===== src/rtl/riscv_du_rf_port.sv =====
// Debug-side register-file access engine: stalls the core, performs one GPR read or
// write through the debug port, and returns exactly one response per accepted request.
module riscv_du_rf_port #(
    parameter int unsigned XLEN          = 32,
    parameter int unsigned AR_BITS       = 5,
    parameter int unsigned STALL_TIMEOUT = 64
) (
    input  logic            clk,
    input  logic            rst,
    input  logic            req_valid,
    output logic            req_ready,
    input  logic            req_we,
    input  logic [11:0]     req_addr,
    input  logic [XLEN-1:0] req_wdata,
    input  logic            req_hold,
    output logic            rsp_valid,
    input  logic            rsp_ready,
    output logic [XLEN-1:0] rsp_rdata,
    output logic            rsp_err,
    output logic            du_stall,
    input  logic            core_stalled,
    output logic [11:0]     du_addr,
    output logic [XLEN-1:0] du_dato,
    output logic            du_we_rf,
    input  logic [XLEN-1:0] du_dati_rf
);

    localparam int unsigned CntW = $clog2(STALL_TIMEOUT);
    localparam logic [CntW-1:0] CntLast = CntW'(STALL_TIMEOUT - 1);

    typedef enum logic [1:0] {
        StIdle   = 2'd0,
        StStall  = 2'd1,
        StAccess = 2'd2,
        StResp   = 2'd3
    } state_e;

    state_e          r_state, w_state_d;
    logic [CntW-1:0] r_cnt, w_cnt_d;
    logic            r_we, w_we_d;
    logic            r_hold, w_hold_d;
    logic            r_stall, w_stall_d;
    logic            r_du_we, w_du_we_d;
    logic [11:0]     r_du_addr, w_du_addr_d;
    logic [XLEN-1:0] r_du_dato, w_du_dato_d;
    logic [XLEN-1:0] r_rsp_rdata, w_rsp_rdata_d;
    logic            r_rsp_err, w_rsp_err_d;

    logic            w_req_oor;
    logic            w_req_idx_zero;
    logic            w_idx_zero;

    // Anything above the GPR index field addresses a register this port does not reach.
    assign w_req_oor      = |req_addr[11:AR_BITS];
    assign w_req_idx_zero = (req_addr[AR_BITS-1:0] == '0);
    assign w_idx_zero     = (r_du_addr[AR_BITS-1:0] == '0);

    always_ff @(posedge clk) begin
        if (rst) begin
            r_state     <= StIdle;
            r_cnt       <= '0;
            r_we        <= 1'b0;
            r_hold      <= 1'b0;
            r_stall     <= 1'b0;
            r_du_we     <= 1'b0;
            r_du_addr   <= '0;
            r_du_dato   <= '0;
            r_rsp_rdata <= '0;
            r_rsp_err   <= 1'b0;
        end else begin
            r_state     <= w_state_d;
            r_cnt       <= w_cnt_d;
            r_we        <= w_we_d;
            r_hold      <= w_hold_d;
            r_stall     <= w_stall_d;
            r_du_we     <= w_du_we_d;
            r_du_addr   <= w_du_addr_d;
            r_du_dato   <= w_du_dato_d;
            r_rsp_rdata <= w_rsp_rdata_d;
            r_rsp_err   <= w_rsp_err_d;
        end
    end

    always_comb begin
        w_state_d     = r_state;
        w_cnt_d       = r_cnt;
        w_we_d        = r_we;
        w_hold_d      = r_hold;
        w_stall_d     = r_stall;
        w_du_we_d     = 1'b0;
        w_du_addr_d   = r_du_addr;
        w_du_dato_d   = r_du_dato;
        w_rsp_rdata_d = r_rsp_rdata;
        w_rsp_err_d   = r_rsp_err;

        unique case (r_state)
            StIdle: begin
                if (req_valid) begin
                    w_we_d      = req_we;
                    w_hold_d    = req_hold;
                    w_du_addr_d = req_addr;
                    w_cnt_d     = '0;
                    if (req_we && !w_req_oor) begin
                        w_du_dato_d = req_wdata;
                    end
                    if (w_req_oor) begin
                        w_state_d     = StResp;
                        w_rsp_err_d   = 1'b1;
                        w_rsp_rdata_d = '0;
                    end else if (r_stall && core_stalled) begin
                        // Core still parked from a held access: skip the stall handshake.
                        w_state_d = StAccess;
                        w_du_we_d = req_we && !w_req_idx_zero;
                    end else begin
                        w_state_d = StStall;
                        w_stall_d = 1'b1;
                    end
                end
            end

            StStall: begin
                if (core_stalled) begin
                    w_state_d = StAccess;
                    w_cnt_d   = '0;
                    w_du_we_d = r_we && !w_idx_zero;
                end else if (r_cnt == CntLast) begin
                    w_state_d     = StResp;
                    w_cnt_d       = '0;
                    w_stall_d     = 1'b0;
                    w_rsp_err_d   = 1'b1;
                    w_rsp_rdata_d = '0;
                end else begin
                    w_cnt_d = r_cnt + 1'b1;
                end
            end

            StAccess: begin
                w_state_d     = StResp;
                w_rsp_err_d   = 1'b0;
                w_rsp_rdata_d = (!r_we && !w_idx_zero) ? du_dati_rf : '0;
            end

            StResp: begin
                if (rsp_ready) begin
                    w_state_d = StIdle;
                    w_stall_d = r_stall & r_hold;
                end
            end

            default: begin
                w_state_d = StIdle;
            end
        endcase
    end

    assign req_ready = (r_state == StIdle);
    assign rsp_valid = (r_state == StResp);
    assign rsp_rdata = r_rsp_rdata;
    assign rsp_err   = r_rsp_err;
    assign du_stall  = r_stall;
    assign du_addr   = r_du_addr;
    assign du_dato   = r_du_dato;
    assign du_we_rf  = r_du_we;

    // The write strobe may only ever coincide with the single access cycle of a stalled core.
    a_we_in_access : assert property (@(posedge clk) disable iff (rst)
        r_du_we |-> (r_state == StAccess) && r_stall);
    a_one_outstanding : assert property (@(posedge clk) disable iff (rst)
        rsp_valid |-> !req_ready);

endmodule


===== config.mk =====
export PLATFORM = sky130hd
export DESIGN_NAME = riscv_du_rf_port
export DESIGN_NICKNAME = d
export VERILOG_FILES = /design/src/rtl/riscv_du_rf_port.sv
export SDC_FILE = /design/constraint.sdc
export NUM_CORES = 1
export LEC_CHECK = 0
export CORE_MARGIN = 2
export CORE_UTILIZATION = 29
export CTS_CLUSTER_SIZE = 10
export DETAILED_ROUTE_END_ITERATION = 16
export PLACE_DENSITY = 0.69
export SYNTH_ARGS = -nofsm -noshare
export SYNTH_HDL_FRONTEND = slang
export SYNTH_SLANG_ARGS = --single-unit

===== constraint.sdc =====
create_clock -name clk -period 1.65 [get_ports clk]
set_input_delay 0.33 -clock clk [delete_from_list [all_inputs] [get_ports clk]]
set_output_delay 0.33 -clock clk [all_outputs]
set_load 0.02 [all_outputs]

# --- Yosys cells after proc, flatten, opt, wreduce, memory -nomap -nowiden ---
# Index checks and enable logic that the tools add are counted.
op_classes:
  mux: 34
  bitwise_logic: 1
  n_reduce_logical: 22
  eq_ne: 12
  add_sub_neg: 1
op_table:
  columns: ["cell", "n"]
  rows:
  - ["32-bit 2-to-1 mux", 5]
  - ["32-bit one-hot mux with 3 select lines", 1]
  - ["6-bit 2-to-1 mux", 3]
  - ["1-bit 2-to-1 mux", 14]
  - ["2-bit 2-to-1 mux", 6]
  - ["6-bit one-hot mux with 2 select lines", 1]
  - ["5-bit logical NOT", 2]
  - ["2-bit != test (second input constant)", 5]
  - ["2-bit one-hot mux with 4 select lines", 1]
  - ["7-bit AND reduction", 1]
  - ["7-bit OR reduction", 1]
  - ["6-bit by 1-bit adder with 6-bit output (second input constant)", 1]
  - ["6-bit equality test (second input constant)", 1]
  - ["1-bit one-hot mux with 3 select lines", 2]
  - ["3-bit AND reduction", 2]
  - ["3-bit nonzero test", 2]
  - ["1-bit logical AND", 5]
  - ["5-bit AND reduction", 1]
  - ["2-bit equality test (second input constant)", 2]
  - ["1-bit logical NOT", 4]
  - ["2-bit by 1-bit != test with 1-bit output (second input constant)", 2]
  - ["2-bit AND reduction", 2]
  - ["3-bit != test (second input constant)", 1]
  - ["2-bit by 1-bit equality test with 1-bit output (second input constant)", 1]
  - ["4 further kinds", 4]
word_totals:
  reg_bits: 89
  out_inout_bits: 81
  elab_cells: 80

# --- Logic depth before layout (Yosys ltp) ---
# Gate-level depths: netlist of the first run.
depth:
  ltp_word: 7
  ltp_mapped: 10
  ltp_nobuf: 6

# --- Least setup slack after synthesis of the first run ---
# Ideal clock, no wire load.
synth_timing:
  path_type: "reg2reg"
  from: "reg r_state[1]"
  to: "reg r_du_dato[2], in the netlist du_dato[2]"
  synth_period_minus_slack_ns: 1.894
  arrival_ns: 1.823
  setup_time_ns: 0.070
  path_stages_with_launch: 11
  slack_ns: -0.244
  t_required_ns: 1.580
  path_cell_list: "dfxtp_1 -> inv_1 -> ha_1 -> buf_4 -> and2_1 -> clkbuf_1 -> and4_1 -> buf_2 -> buf_2 -> nand2_1 -> a21oi_1"
synth_via:
  elab_chain_cells: 2
synth_rtl:
  columns: ["item", "line", "source"]
  rows:
  - ["start: declaration", "38", "state_e r_state, w_state_d;"]
  - ["start signal: assignment", "60", "r_state <= StIdle;"]
  - ["start signal: assignment", "71", "r_state <= w_state_d;"]
  - ["2-bit logical NOT", null, null]
  - ["named net req_ready", "11", "output logic req_ready,"]
  - ["3-bit AND reduction (no line)", null, null]
  - ["end signal: assignment", "78", "r_du_dato <= w_du_dato_d;"]
  - ["end: declaration", "45", "logic [XLEN-1:0] r_du_dato, w_du_dato_d;"]
# The timed path passes the listed nets, and every way through them passes these cells.
# A chain may end at the register's enable or synchronous reset.

# --- Worst setup path after layout of the first run ---
layout_timing:
  from: "reg r_cnt[0]"
  to: "reg r_rsp_rdata[19], in the netlist rsp_rdata[19]"
layout_via:
  elab_chain_cells: 3
layout_rtl:
  columns: ["item", "line", "source"]
  rows:
  - ["start: declaration", "39", "logic [CntW-1:0] r_cnt, w_cnt_d;"]
  - ["start signal: assignment", "72", "r_cnt <= w_cnt_d;"]
  - ["6-bit equality test", "126", "end else if (r_cnt == CntLast) begin"]
  - ["2-bit != test (no line)", null, null]
  - ["5-bit AND reduction (no line)", null, null]
  - ["end signal: assignment", "79", "r_rsp_rdata <= w_rsp_rdata_d;"]
  - ["end: declaration", "46", "logic [XLEN-1:0] r_rsp_rdata, w_rsp_rdata_d;"]
# No other way between the ends.

==> impl_metrics.ini, run 1 <==
[clock_network]
insertion_delay_ns = 0.34
path_clk_slew_ns = 0.06
cts-root-buf = clkbuf_16
cts_sinks = 89
cts_tree = yes
htree_levels = 3
cts_buffer_depth = 2
numCtsBuffers = 9

[setup_path]
critical_path_class = reg2reg
cp_data_arrival_time_ns = 1.93
cp_data_required_time_ns = 1.88
reg2reg_depth = 7
critical_path_buf_inv_count = 2
end_kind = register
crit_path_start_kind = register
crit_path_end = rsp_rdata[19]$_SDFFE_PP0P_
cp_top_family = compound AO/OA/AOI/OAI gates
crit_start = r_cnt[0]$_SDFFE_PP0P_
slowest_delay_ns = 0.35
cp.depth = 7
critPathSlowestCell = dfxtp_2
worstReg2RegEnd = rsp_rdata[19]$_SDFFE_PP0P_
timing.rr.start = r_cnt[0]$_SDFFE_PP0P_
r2r_setup_slack_ns = -0.06
crit_chain = ha_4 > nand3_4 > o31a_1 > a211o_4 > buf_12 > clkbuf_16 > mux2i_1
path_max_fanout = 8

[synth]
async_flop_share_pct = 0
syn_area_um2 = 3610
syn_nets = 515
synth_top_flop_cell = dfxtp_1
syn_inst = 427
synth_seq_area_share_pct = 49.36
synth-edff-count = 0
synth-seq-cells = 89
synth_cell_type_count = 44
ys_warn_count = 0
syn_area_per_cell_um2 = 8.454

[global_route]
grt_max_degree = 33
gr-total-overflow = 0
grt_usage_pct = 16.02
grt_most_used_layer = met2
gr-usage-met3_pct = 5.910
grt_pass1_vias = 3627
use_met2_pct = 26.90
grt_pass1_wl_um = 16840
antenna_found_initial = 0
grtUsageMet1_pct = 18.70

[flow_run]
drv_cap = 0

[layout]
antennaDiodeCount = 0
fillers = 1108
stdcell_count = 789
fin_nets = 705
area_delta_synth_final_pct = 72.27
multiInputGateArea_um2 = 1770
final-seq-area_um2 = 1789
drive_gt1_share_pct = 14.81
final_util_pct = 51.56

[timing]
finalCritPeriodShare_pct = 103.4
min_period_ns = 1.706
setup_viol = 26
maxSlewHeadroom_pct = 77.46
skew_ns = 0.004511
setup_slack_ns = -0.05608
hold_viol = 0
fmaxAchievable_mhz = 586.1
grt_setup_unrepaired = true
worstMarginPinSlew_ns = 0.3380
slew_viol_final = 0

[min_path]
hp-start = rst
hp-class = in2reg

[drt]
antenna_left = 0
drcViolationCount = 0
first_pass_iters = 4
vias_per_cell = 4.527
wl_um = 11080
num_vias = 3572
avgRoutedWirePerCell_um = 14.05
drt_iter0_drc = 148

[pwr]
power_leakage_uw = 0.002998
finalPower_uw = 7495
powerDensity_nw_per_um2 = 1205
ir_worst_vdd_mv = 0.5504

[floorplan]
initial_core_util_pct = 29.93
dieArea_um2 = 13360
die_w_um = 115.6
die_h_um = 115.6
io_pins = 164
coreArea_um2 = 12060
rows = 40

[placed_design]
dp_hpwl_um = 7672
place_congestion = 0.8056
dp.cells = 766
port-buffer-count = 163

[status]
violations = setup timing
status = finished with violations
## synth_stat cells, types with 2 or more instances
master | instances | share of area [%]
clkbuf_1 | 17 | 1.8
nor4_1 | 2 | 0.35
o21ai_0 | 3 | 0.42
xor2_1 | 3 | 0.73
dfxtp_1 | 89 | 49
nor2b_1 | 2 | 0.35
inv_1 | 4 | 0.42
buf_2 | 4 | 0.55
nand2_1 | 164 | 17
nor3_1 | 2 | 0.28
o211ai_1 | 3 | 0.62
nor2_1 | 8 | 0.83
nand3_1 | 2 | 0.28
ha_1 | 5 | 1.7
mux2i_1 | 34 | 9.4
or4_1 | 4 | 0.83
buf_12 | 3 | 1.7
nand4_1 | 2 | 0.35
a21oi_1 | 51 | 7.1
## how the worst min path moves through the flow
stage | endpoint | slack (ns) | cells after the start
4_1_cts | du_addr[9]$_SDFFE_PP0P_ | 0.34 | 2
3_3_place_gp | du_dato[19]$_SDFFE_PP0P_ | 0.44 | 2
2_1_floorplan | r_hold$_SDFFE_PP0P_ | 0.44 | 2
6_report | r_state[0]$_SDFFE_PP0P_ | 0.35 | 2
5_1_grt | r_state[0]$_SDFFE_PP0P_ | 0.36 | 2
3_5_place_dp | du_dato[9]$_SDFFE_PP0P_ | 0.45 | 2
## metal layers
metal	wire length [µm]	share of wire [%]
met5	0	0
met4	198	1.8
met3	846	7.6
met2	5279	48
met1	4759	43
## final cells by class
class | count | share of cell area (%)
clock buffer | 13 | 4.346
tap | 168 | 3.380
inverter | 5 | 0.3421
sequential | 89 | 28.77
timing repair buffer | 206 | 34.49
multi-input combinational | 306 | 28.47
clock inverter | 2 | 0.2012
## registers in the layout, summed over array words and instances (netlist names)
| name | cells |
|---|---|
| rsp_err | 1 |
| du_stall | 1 |
| du_dato | 32 |
| r_state | 2 |
| du_we_rf | 1 |
| du_addr | 12 |
| r_hold | 1 |
| r_we | 1 |
| r_cnt | 6 |
| rsp_rdata | 32 |
## power breakdown
| group | switching [µW] | internal (µW) |
|---|---|---|
| registers | 137 | 2340 |
| logic | 1430 | 1660 |
| clock network | 800 | 1130 |
| total | 2360 | 5130 |
## cell usage in the layout (no fill, tap or decap), types with 2 or more instances in the layout
cell type | netlist | final
dlymetal6s2s_1 | 0 | 40
dfxtp_2 | 0 | 3
nand3_1 | 2 | 2
ha_4 | 0 | 3
dfxtp_1 | 89 | 85
nor2_1 | 8 | 8
nand2_1 | 164 | 164
buf_4 | 1 | 33
clkdlybuf4s50_1 | 0 | 106
mux2i_2 | 0 | 2
buf_6 | 1 | 3
clkbuf_8 | 0 | 3
or4_4 | 1 | 4
buf_12 | 3 | 4
a21oi_2 | 0 | 2
clkbuf_16 | 0 | 11
inv_1 | 4 | 2
o21ai_2 | 0 | 2
o21ai_0 | 3 | 2
o211ai_1 | 3 | 3
nand4_1 | 2 | 2
a21oi_1 | 51 | 49
mux2i_1 | 34 | 32
buf_2 | 4 | 2
dlygate4sd2_1 | 0 | 14
xor2_1 | 3 | 3
## cells by family after synthesis
| family | after synthesis | share of synthesized area, % |
|---|---|---|
| DFF | 89 | 49.36 |
| and+or+nand+nor | 195 | 22.60 |
| AOI/OAI and AO/OA | 66 | 10.05 |
| adders and majority gates | 5 | 1.733 |
| buffers and inverters | 32 | 5.130 |
| muxes | 36 | 10.16 |
| xor gates and xnor gates | 4 | 0.9707 |
## timing repair
item                                    in CTS  in global routing
endpoints found under the setup margin      82                113
gates cloned                                 2                  2
hold endpoints to repair                     0                  0
hold buffers                                 0                  0
setup buffers                                2                  4
resized for setup                           28                 64
pin swaps                                    7                  3
## stage by stage
step | hold WS (ns) | cell area, µm² | worst slack [ns] | TNS, ns
final | 0.3491 | 6218 | -0.05608 | -0.8643
after floorplan | 0.4369 | 3652 | -0.01383 | -0.4237
after CTS | 0.3394 | 5991 | -0.07622 | -0.5620
after detailed placement | 0.4476 | 5612 | -0.5777 | -34.60
after global routing | 0.3616 | 6218 | -0.1178 | -2.601
after global placement | 0.4415 | 5612 | -0.4947 | -30.60
Power figures use the tool's default switching activity.
==> run 2, diff against run 1 <==
- GPL_ROUTABILITY_DRIVEN: default -> 0
- MAX_ROUTING_LAYER: default -> met4
==> run 2 against run 1 <==
The flow still finishes with violations (setup timing). Global-route usage is 0.48 points higher. Hold slack worse by 0.041 ns. Flip-flop and latch count stayed put. Total power hardly changed. Register-to-register slack worse by 0.03 ns. Sequential share of layout area is 0.058 points higher. Worst setup slack worse by 0.031 ns. Cell count is 0.25% higher. Wire length is 0.51% higher. Largest power group unchanged.
==> impl_metrics.ini, run 2 (synthesized netlist as in run 1, its figures left out) <==
[layout]
final_common_cell = nand2_1
antennaDiodeCount = 0
area_delta_synth_final_pct = 72.17
stdcell_count = 791
layout_common_cells = nand2_1, clkdlybuf4s50_1, dfxtp_1
drive_gt1_share_pct = 15.73
fin_nets = 707

[drt]
vias_per_cell = 4.517
drcViolationCount = 0
wl_um = 11140
num_vias = 3573
first_pass_iters = 4
drt_iter0_drc = 180
avgRoutedWirePerCell_um = 14.08
antenna_left = 0

[timing]
min_period_ns = 1.737
maxSlewHeadroom_pct = 77.79
skew_ns = 0.004696
setup_viol = 4
setup_slack_ns = -0.08711
hold_viol = 0
finalCritPeriodShare_pct = 105.3
slew_viol_final = 0
grt_setup_unrepaired = true
worstMarginPinSlew_ns = 0.3331
fmaxAchievable_mhz = 575.7

[status]
violations = setup timing
status = finished with violations

[clock_network]
cts_sinks = 89
insertion_delay_ns = 0.34
cts-root-buf = clkbuf_16
htree_levels = 3
cts_tree = yes
hold_buffers = 0
numCtsBuffers = 9
path_clk_slew_ns = 0.06
cts_buffer_depth = 2

[min_path]
whs_path_depth = 3
hp-class = in2reg
hp-start = req_addr[6]

[floorplan]
rows = 40
die_w_um = 115.6
dieArea_um2 = 13360
io_pins = 164
die_h_um = 115.6
initial_core_util_pct = 29.93
coreArea_um2 = 12060

[pwr]
finalPower_uw = 7489
power_leakage_uw = 0.002895
powerDensity_nw_per_um2 = 1205
ir_worst_vdd_mv = 0.5509

[placed_design]
dp_hpwl_um = 7672
port-buffer-count = 163
dp.cells = 766

[setup_path]
cp_data_arrival_time_ns = 1.96
slowest_delay_ns = 0.35
critPathSlowestCell = dfxtp_2
path_max_fanout = 4
timing.rr.start = r_cnt[0]$_SDFFE_PP0P_
crit_path_start_kind = register
critical_path_class = reg2reg
cp_data_required_time_ns = 1.88
crit_start = r_cnt[0]$_SDFFE_PP0P_
reg2reg_depth = 6
crit_chain = ha_4 > nand3_4 > o31a_1 > a211o_4 > buf_6 > mux2_4
end_kind = register

[global_route]
grt_pass1_wl_um = 16830
grt_pass1_vias = 3614
grt_max_degree = 33
antenna_found_initial = 0
grt_usage_pct = 16.50
gr-total-overflow = 0

[flow_run]
drv_cap = 0
-- run 2: changes by cell type in the layout (fill, tap and decap cells not counted), moves of 2 or more --
cell             before  now
nor4_2                1    3
buf_4                33   37
clkdlybuf4s50_1     106  112
dlymetal6s2s_1       40   34
-- run 2: area by class of cell --
cell class / count / area (µm²)
Clock inverter: 2 / 12.51
Tap cell: 168 / 210.2
Fill cell: 1106 / 5847
Sequential cell: 89 / 1792
Inverter: 5 / 23.77
Multi-Input combinational cell: 306 / 1789
Timing Repair Buffer: 208 / 2117
Clock buffer: 13 / 270.3
-- run 2: per-stage QoR --
step / TNS [ns] / utilization, % / setup WS (ns) / hold slack, ns / cell area (µm²)
6_report: -0.1016 / 51.52 / -0.08711 / 0.3086 / 6215
5_1_grt: -1.126 / 51.52 / -0.1381 / 0.3178 / 6215
4_1_cts: -0.5620 / 49.67 / -0.07622 / 0.3394 / 5991
3_5_place_dp: -34.60 / 46.52 / -0.5777 / 0.4476 / 5612
3_3_place_gp: -30.60 / 46.52 / -0.4947 / 0.4415 / 5612
2_1_floorplan: -0.4237 / - / -0.01383 / 0.4369 / 3652
-- run 2: path summary, 6_finish.rpt --
path | end | slack, ns
setup reg to reg | rsp_err$_SDFFE_PP0P_ | -0.09
hold / removal | du_addr[6]$_SDFFE_PP0P_ | 0.31
setup / recovery | rsp_err$_SDFFE_PP0P_ | -0.09
hold reg to reg | du_dato[8]$_SDFFE_PP0P_ | 0.45
-- run 2: timing repair --
action | in CTS | in global routing
pin swaps | 7 | 5
cloned | 2 | 1
gates resized for setup | 28 | 67
setup buffers | 2 | 7
setup endpoints to repair | 82 | 107
-- run 2: power breakdown --
group / switching (µW) / total [µW] / internal [µW]
Sequential: 129 / 2480 / 2350
Combinational: 1460 / 3080 / 1620
Clock: 799 / 1930 / 1130
Total: 2390 / 7490 / 5100
-- run 2: critical path: cells and delay by family (launching register included) --
kind	cells	cell delay, ns
AOI/OAI and AO/OA	2	0.62
DFF	1	0.35
muxes	1	0.28
adders and majority gates	1	0.15
buffers and inverters	1	0.14
and+or+nand+nor	1	0.08
-- run 2: metal layers --
metal / vias to the layer above / routed length (µm) / track usage (%)
met3: 17 / 787 / 4.655
li1: 1799 / - / -
met4: 0 / 213 / 6.908
met2: 118 / 5274 / 26.82
met5: - / 0 / -
met1: 1639 / 4865 / 19.12
